[src/rtl/cam_alloc_ctrl_if.sv]
// cam_alloc_ctrl_if: command/response handshake plus CAM write port bundle
// for cam_alloc_ctrl.
//   cmd_*       : command request (INSERT / DELETE / FLUSH)
//   rsp_*       : single response per accepted command
//   cam_write_* : write port toward the CAM array (busy comes back from the CAM)
// slave  = controller side, master = requester / CAM side.
interface cam_alloc_ctrl_if #(
    parameter int DATA_WIDTH = 64,
    parameter int ADDR_WIDTH = 5
);
    logic                  cmd_valid;
    logic                  cmd_ready;
    logic [1:0]            cmd_op;
    logic [DATA_WIDTH-1:0] cmd_data;
    logic [ADDR_WIDTH-1:0] cmd_addr;

    logic                  rsp_valid;
    logic                  rsp_ready;
    logic [1:0]            rsp_status;
    logic [ADDR_WIDTH-1:0] rsp_addr;

    logic [ADDR_WIDTH-1:0] cam_write_addr;
    logic [DATA_WIDTH-1:0] cam_write_data;
    logic                  cam_write_delete;
    logic                  cam_write_enable;
    logic                  cam_write_busy;

    modport slave (
        input  cmd_valid, cmd_op, cmd_data, cmd_addr, rsp_ready, cam_write_busy,
        output cmd_ready, rsp_valid, rsp_status, rsp_addr,
               cam_write_addr, cam_write_data, cam_write_delete, cam_write_enable
    );

    modport master (
        output cmd_valid, cmd_op, cmd_data, cmd_addr, rsp_ready, cam_write_busy,
        input  cmd_ready, rsp_valid, rsp_status, rsp_addr,
               cam_write_addr, cam_write_data, cam_write_delete, cam_write_enable
    );
endinterface

[src/rtl/cam_alloc_ctrl.sv]
// cam_alloc_ctrl: allocation controller for an N-entry CAM.
// Tracks which entries are in use, allocates the lowest free entry on INSERT,
// frees an entry on DELETE and walks the whole table on FLUSH, issuing one
// CAM write at a time and returning one response per command.
// Ports:
//   clk, rst    : clock, asynchronous active-low reset
//   bus         : cmd/rsp handshake and CAM write port (slave modport)
//   entry_valid : per-entry in-use bitmap
//   count       : number of in-use entries (0..N)
//   full, empty : count == N / count == 0
module cam_alloc_ctrl #(
    parameter  int DATA_WIDTH = 64,
    parameter  int ADDR_WIDTH = 5,
    localparam int N          = 2**ADDR_WIDTH
) (
    input  logic                  clk,
    input  logic                  rst,
    cam_alloc_ctrl_if.slave       bus,
    output logic [N-1:0]          entry_valid,
    output logic [ADDR_WIDTH:0]   count,
    output logic                  full,
    output logic                  empty
);
    localparam logic [1:0] OP_INSERT  = 2'b00;
    localparam logic [1:0] OP_DELETE  = 2'b01;
    localparam logic [1:0] OP_FLUSH   = 2'b10;
    localparam logic [1:0] ST_OK      = 2'b00;
    localparam logic [1:0] ST_FULL    = 2'b01;
    localparam logic [1:0] ST_INVALID = 2'b10;

    typedef enum logic [2:0] {IDLE, ISSUE, WAIT, SCAN, RESP} state_t;

    state_t                state, state_nxt;
    logic                  flush_q, flush_nxt;   // current command is a FLUSH walk
    logic                  first_q, first_nxt;   // first WAIT cycle, busy ignored
    logic [ADDR_WIDTH-1:0] ptr_q, ptr_nxt;
    logic [ADDR_WIDTH-1:0] wr_addr_q, wr_addr_nxt;
    logic [DATA_WIDTH-1:0] wr_data_q, wr_data_nxt;
    logic                  wr_del_q, wr_del_nxt;
    logic [1:0]            rsp_status_q, rsp_status_nxt;
    logic [ADDR_WIDTH-1:0] rsp_addr_q, rsp_addr_nxt;
    logic [N-1:0]          ev_nxt;
    logic                  wr_en;
    logic [ADDR_WIDTH-1:0] free_idx;
    logic [ADDR_WIDTH:0]   count_c;

    // Lowest-index free entry: scan downward so the last hit wins.
    always_comb begin
        free_idx = '0;
        for (int i = N-1; i >= 0; i--)
            if (!entry_valid[i]) free_idx = ADDR_WIDTH'(i);
    end

    always_comb begin
        count_c = '0;
        for (int i = 0; i < N; i++)
            count_c = count_c + (ADDR_WIDTH+1)'(entry_valid[i]);
    end

    assign count = count_c;
    assign full  = (count_c == (ADDR_WIDTH+1)'(N));
    assign empty = (count_c == '0);

    // cmd_ready is gated by rst so it reads 0 while reset is held even
    // though the state register already sits in IDLE.
    assign bus.cmd_ready        = (state == IDLE) && rst;
    assign bus.rsp_valid        = (state == RESP);
    assign bus.rsp_status       = rsp_status_q;
    assign bus.rsp_addr         = rsp_addr_q;
    assign bus.cam_write_addr   = wr_addr_q;
    assign bus.cam_write_data   = wr_data_q;
    assign bus.cam_write_delete = wr_del_q;
    assign bus.cam_write_enable = wr_en;

    always_ff @(posedge clk or negedge rst) begin
        if (!rst) begin
            state        <= IDLE;
            flush_q      <= 1'b0;
            first_q      <= 1'b0;
            ptr_q        <= '0;
            wr_addr_q    <= '0;
            wr_data_q    <= '0;
            wr_del_q     <= 1'b0;
            rsp_status_q <= ST_OK;
            rsp_addr_q   <= '0;
            entry_valid  <= '0;
        end else begin
            state        <= state_nxt;
            flush_q      <= flush_nxt;
            first_q      <= first_nxt;
            ptr_q        <= ptr_nxt;
            wr_addr_q    <= wr_addr_nxt;
            wr_data_q    <= wr_data_nxt;
            wr_del_q     <= wr_del_nxt;
            rsp_status_q <= rsp_status_nxt;
            rsp_addr_q   <= rsp_addr_nxt;
            entry_valid  <= ev_nxt;
        end
    end

    always_comb begin
        state_nxt      = state;
        flush_nxt      = flush_q;
        first_nxt      = first_q;
        ptr_nxt        = ptr_q;
        wr_addr_nxt    = wr_addr_q;
        wr_data_nxt    = wr_data_q;
        wr_del_nxt     = wr_del_q;
        rsp_status_nxt = rsp_status_q;
        rsp_addr_nxt   = rsp_addr_q;
        ev_nxt         = entry_valid;
        wr_en          = 1'b0;
        case (state)
            IDLE: begin
                if (bus.cmd_valid) begin
                    flush_nxt      = 1'b0;
                    rsp_status_nxt = ST_OK;
                    rsp_addr_nxt   = '0;
                    case (bus.cmd_op)
                        OP_INSERT: begin
                            if (full) begin
                                rsp_status_nxt = ST_FULL;
                                state_nxt      = RESP;
                            end else begin
                                wr_addr_nxt = free_idx;
                                wr_data_nxt = bus.cmd_data;
                                wr_del_nxt  = 1'b0;
                                state_nxt   = ISSUE;
                            end
                        end
                        OP_DELETE: begin
                            if (entry_valid[bus.cmd_addr]) begin
                                wr_addr_nxt = bus.cmd_addr;
                                wr_data_nxt = '0;
                                wr_del_nxt  = 1'b1;
                                state_nxt   = ISSUE;
                            end else begin
                                rsp_status_nxt = ST_INVALID;
                                state_nxt      = RESP;
                            end
                        end
                        OP_FLUSH: begin
                            flush_nxt = 1'b1;
                            ptr_nxt   = '0;
                            state_nxt = SCAN;
                        end
                        default: begin
                            rsp_status_nxt = ST_INVALID;
                            state_nxt      = RESP;
                        end
                    endcase
                end
            end
            ISSUE: begin
                if (!bus.cam_write_busy) begin
                    wr_en     = 1'b1;
                    first_nxt = 1'b1;
                    state_nxt = WAIT;
                end
            end
            WAIT: begin
                // The CAM may not raise busy until the cycle after enable,
                // so the first WAIT cycle never completes the write.
                if (first_q) begin
                    first_nxt = 1'b0;
                end else if (!bus.cam_write_busy) begin
                    ev_nxt[wr_addr_q] = !wr_del_q;
                    if (flush_q) begin
                        if (&ptr_q) begin
                            state_nxt = RESP;
                        end else begin
                            ptr_nxt   = ptr_q + 1'b1;
                            state_nxt = SCAN;
                        end
                    end else begin
                        rsp_addr_nxt = wr_addr_q;
                        state_nxt    = RESP;
                    end
                end
            end
            SCAN: begin
                if (entry_valid[ptr_q]) begin
                    wr_addr_nxt = ptr_q;
                    wr_data_nxt = '0;
                    wr_del_nxt  = 1'b1;
                    state_nxt   = ISSUE;
                end else if (&ptr_q) begin
                    state_nxt = RESP;
                end else begin
                    ptr_nxt = ptr_q + 1'b1;
                end
            end
            RESP: begin
                if (bus.rsp_ready) state_nxt = IDLE;
            end
            default: state_nxt = IDLE;
        endcase
    end
endmodule

[src/flat_wrapper.sv]
// flat-port wrapper written by rule: the top's interface ports become plain ports
module cam_alloc_ctrl_flat 
#(
    parameter  int DATA_WIDTH = 64,
    parameter  int ADDR_WIDTH = 5,
    localparam int N          = 2**ADDR_WIDTH
)
  (clk, rst, entry_valid, count, full, empty, bus_cmd_valid, bus_cmd_op, bus_cmd_data, bus_cmd_addr, bus_rsp_ready, bus_cam_write_busy, bus_cmd_ready, bus_rsp_valid, bus_rsp_status, bus_rsp_addr, bus_cam_write_addr, bus_cam_write_data, bus_cam_write_delete, bus_cam_write_enable);
  cam_alloc_ctrl_if #(.DATA_WIDTH(DATA_WIDTH), .ADDR_WIDTH(ADDR_WIDTH)) bus_i ();
  input  logic clk;
  input  logic rst;
  output logic [N-1:0] entry_valid;
  output logic [ADDR_WIDTH:0] count;
  output logic full;
  output logic empty;
  input wire logic [$bits(bus_i.cmd_valid)-1:0] bus_cmd_valid;
  input wire logic [$bits(bus_i.cmd_op)-1:0] bus_cmd_op;
  input wire logic [$bits(bus_i.cmd_data)-1:0] bus_cmd_data;
  input wire logic [$bits(bus_i.cmd_addr)-1:0] bus_cmd_addr;
  input wire logic [$bits(bus_i.rsp_ready)-1:0] bus_rsp_ready;
  input wire logic [$bits(bus_i.cam_write_busy)-1:0] bus_cam_write_busy;
  output wire logic [$bits(bus_i.cmd_ready)-1:0] bus_cmd_ready;
  output wire logic [$bits(bus_i.rsp_valid)-1:0] bus_rsp_valid;
  output wire logic [$bits(bus_i.rsp_status)-1:0] bus_rsp_status;
  output wire logic [$bits(bus_i.rsp_addr)-1:0] bus_rsp_addr;
  output wire logic [$bits(bus_i.cam_write_addr)-1:0] bus_cam_write_addr;
  output wire logic [$bits(bus_i.cam_write_data)-1:0] bus_cam_write_data;
  output wire logic [$bits(bus_i.cam_write_delete)-1:0] bus_cam_write_delete;
  output wire logic [$bits(bus_i.cam_write_enable)-1:0] bus_cam_write_enable;
  assign bus_i.cmd_valid = bus_cmd_valid;
  assign bus_i.cmd_op = bus_cmd_op;
  assign bus_i.cmd_data = bus_cmd_data;
  assign bus_i.cmd_addr = bus_cmd_addr;
  assign bus_i.rsp_ready = bus_rsp_ready;
  assign bus_i.cam_write_busy = bus_cam_write_busy;
  assign bus_cmd_ready = bus_i.cmd_ready;
  assign bus_rsp_valid = bus_i.rsp_valid;
  assign bus_rsp_status = bus_i.rsp_status;
  assign bus_rsp_addr = bus_i.rsp_addr;
  assign bus_cam_write_addr = bus_i.cam_write_addr;
  assign bus_cam_write_data = bus_i.cam_write_data;
  assign bus_cam_write_delete = bus_i.cam_write_delete;
  assign bus_cam_write_enable = bus_i.cam_write_enable;
  cam_alloc_ctrl #(.DATA_WIDTH(DATA_WIDTH), .ADDR_WIDTH(ADDR_WIDTH)) u_core (.clk(clk), .rst(rst), .bus(bus_i), .entry_valid(entry_valid), .count(count), .full(full), .empty(empty));
endmodule
[config.mk]
export PLATFORM = sky130hd
export DESIGN_NAME = cam_alloc_ctrl_flat
export DESIGN_NICKNAME = d
export VERILOG_FILES = /design/src/rtl/cam_alloc_ctrl_if.sv /design/src/rtl/cam_alloc_ctrl.sv /design/src/flat_wrapper.sv
export SDC_FILE = /design/constraint.sdc
export NUM_CORES = 1
export LEC_CHECK = 0
export CAP_MARGIN = 40
export CORE_MARGIN = 3
export CORE_UTILIZATION = 48
export DETAILED_ROUTE_END_ITERATION = 10
export PLACE_DENSITY = 0.81
export SLEW_MARGIN = 20
export SYNTH_ARGS = -nofsm -noshare
export SYNTH_HDL_FRONTEND = slang
export SYNTH_SLANG_ARGS = --single-unit
[constraint.sdc]
create_clock -name clk -period 7.1 [get_ports clk]
set_input_delay 1.42 -clock clk [delete_from_list [all_inputs] [get_ports clk]]
set_output_delay 1.42 -clock clk [all_outputs]
set_load 0.1 [all_outputs]
==> reports/results.tsv <==
metric	value	unit
number of antenna cells inserted	0	
WHS Path Cells	1	
TritonCTS clock tree	done	
unrepaired setup endpoints after global routing	yes	
Max Clock Freq	136	MHz
cell count after synthesis	654	
Synth Cell Area	6640	µm²
failing checks	setup timing	
NumNets Final	1069	
Syn Nets	764	
most frequent standard cell in the layout excluding fill and tap cells	clkdlybuf4s50_1	
clock latency on the worst-skew pair	0.43	ns
die area	15300	µm²
relative max-transition margin	47.7	%
min-delay worst type	flop to flop	
number of global-route vias before repair	7731	
largest net degree at the start of global routing	65	
DRT antenna net count	0	
most used cell along the critical path	fa_1	
Area growth syn-to-layout	77.4	%
most used cells in the layout excluding fill and tap cells	clkdlybuf4s50_1 (186), dfrtp_1 (103), buf_8 (77)	
pin slew with the least headroom to its limit	0.775	ns
maximum buffer depth of the clock tree	2	
peak per-stage delay on the critical path	0.53	ns
die extent in x	124	µm
sequential area share after synthesis	44.9	%
final weighted congestion in routability-driven placement	1.01	
IO Pins	196	
Post-synth top flop	dfrtp_1	
CP Class	flop to output port	
total grt overflow	0	
clock sink count	119	
CTS Root Cell	clkbuf_16	
Overall Global Routing Usage	40.5	%
worst-path cell chain	ha_4, inv_2, fa_1, fa_1, fa_1, fa_1, fa_1, fa_1, inv_2, fa_2, fa_2, a21o_1, a21oi_4, xnor2_4, nor4b_4, buf_12	
fraction of final layout cells sized beyond drive strength 1	23.8	%
total of hold buffers inserted after clock tree synthesis	0	
routed len/inst	26.4	µm
global-route wire length before repair	45600	µm
slack of the worst reg-to-reg path	0.58	ns
wirelength, routed	30300	µm
Worst EP arrival	5.92	ns
Final Hold Fails	0	
first-iteration detailed-routing DRC count	1109	
ratio of routed vias to standard cells	6.47	
count of TritonRoute iterations in the first routing pass	6	
detailed-route via count	7429	
count of buffers inserted at the top-level ports	195	
register bit count reported by yosys	119	
core box area	13400	µm²
number of antenna violations at the first check in global routing	0	
post-synthesis async set-or-reset flop share	100	%
row count	42	
post-synth cell types	60	
initial core utilization	49.5	%
die span in y	124	µm
post-layout worst setup margin	-0.238	ns
number of enable-type register cells in the synthesized netlist	0	
endpoints failing setup	3	
number of clock buffers inserted by TritonCTS	17	
maximum clock skew at final layout	0.0124	ns
CTS HTree Levels	4	
DRC violation count after routing	0	
synthesized area per cell	10.1	µm²
crit path max fanout	2	
startpoint class of the critical path	flop	
Worst Path Required	5.68	ns
number of max-capacitance violations reported	0	
slowest stage cell, crit path	fa_1	
result of the run	finished, violations left	
Detail Placement HPWL	20500	µm
fin. max-slew vios	0	
clock transition at the registers of the reported paths	0.06	ns
crit path capture type	output port	
clock period minus worst slack	7.34	ns
post-placement setup slack	-0.0357	ns
final period utilization	103	%
length in cells of the worst reg-to-reg path	18	
Synthesis Warnings	0	
stage by stage:
stage               setup TNS, ns  std cells  util [%]  instance area [µm²]  hold WS [ns]
floorplan                  -10.08        654         -                 6760         0.474
global route                -1.05       1148      87.8                11800         0.517
global placement                0        996      66.6                 8930         0.462
CTS                        -0.622       1145      87.5                11700         0.507
detailed placement        -0.0357       1109      82.7                11100         0.491
finish                     -0.569       1148      87.8                11800         0.505
synthesized netlist by cell type (6+ instances only):
cell type	number	area share (%)
ha_1	10	1.9
fa_1	24	7.2
a22o_1	68	9.0
mux4_2	10	3.4
mux2i_1	6	0.91
a31oi_1	19	1.8
clkbuf_1	28	1.6
dfrtp_1	119	45
inv_1	52	2.9
nor2b_1	9	0.85
nand3_1	11	0.83
nand4_1	9	0.85
nor3_1	11	0.83
a21oi_1	42	3.2
nand2_1	55	3.1
buf_2	8	0.60
o21ai_0	27	2.0
and3_1	6	0.57
o211ai_1	8	0.91
nor2_1	56	3.2
per-layer routing:
| layer | part of all wire, % | track usage (%) | up-vias |
|---|---|---|---|
| met5 | 0 | 0 | - |
| met4 | 6.6 | 23.6 | 0 |
| li1 | - | - | 2977 |
| met1 | 33 | 48.7 | 3562 |
| met3 | 11 | 10.4 | 197 |
| met2 | 50 | 66.0 | 693 |
final timing paths:
check | startpoint | to
setup reg to reg | u_core.entry_valid[1] | u_core.bus.cam_write_data[37]
min in group asynchronous | rst | u_core.bus.cam_write_data[20]
hold / removal | u_core.bus.cam_write_data[53] | u_core.bus.cam_write_data[53]
max in group asynchronous | rst | u_core.entry_valid[24]
hold reg to reg | u_core.bus.cam_write_data[53] | u_core.bus.cam_write_data[53]
setup / recovery | u_core.entry_valid[1] | empty
timing repair:
| item | CTS | global route |
|---|---|---|
| resized for setup | 5 | 5 |
| cloned | 0 | 0 |
| endpoints found under the setup margin | 3 | 4 |
| buffers inserted | 4 | 2 |
| pin swaps | 4 | 3 |
registers in the layout, indices dropped and copies added (netlist names):
| signal | cells |
|---|---|
| u_core.bus.cam_write_delete | 1 |
| u_core.bus.rsp_addr | 5 |
| u_core.ptr_q | 5 |
| u_core.flush_q | 1 |
| u_core.bus.rsp_status | 2 |
| u_core.bus.cam_write_addr | 5 |
| u_core.state | 3 |
| u_core.first_q | 1 |
| u_core.bus.cam_write_data | 64 |
| u_core.entry_valid | 32 |
cell type report:
type | count | area (µm²)
Clock inverter | 14 | 149
Fill cell | 523 | 1630
Clock buffer | 18 | 439
Tap cell | 176 | 220
Inverter | 52 | 195
Multi-Input combinational cell | 442 | 3430
Sequential cell | 119 | 3010
Timing Repair Buffer | 327 | 4330
worst max-delay path: cells and delay by family (launching register included):
kind	cells	cell delay [ns]
compound gates	2	0.42
xor+xnor	1	0.11
fa+ha+maj	9	3.89
buf+inv	3	0.28
flops	1	0.49
simple gates	1	0.27
logic make-up (layout without fill, tap and decap cells):
logic type	Yosys count	after routing	share of synthesized area [%]
and+or+nand+nor	187	187	13.7
adders and majority gates	34	34	9.13
DFF	119	119	44.9
buffers and inverters	93	411	5.64
AOI/OAI and AO/OA	196	196	21.0
muxes	20	20	4.98
xor gates and xnor gates	5	5	0.660
Power is left out: the tool's default activity adds up to more than one toggle a clock period on the data nets, which glitch-free logic cannot reach.
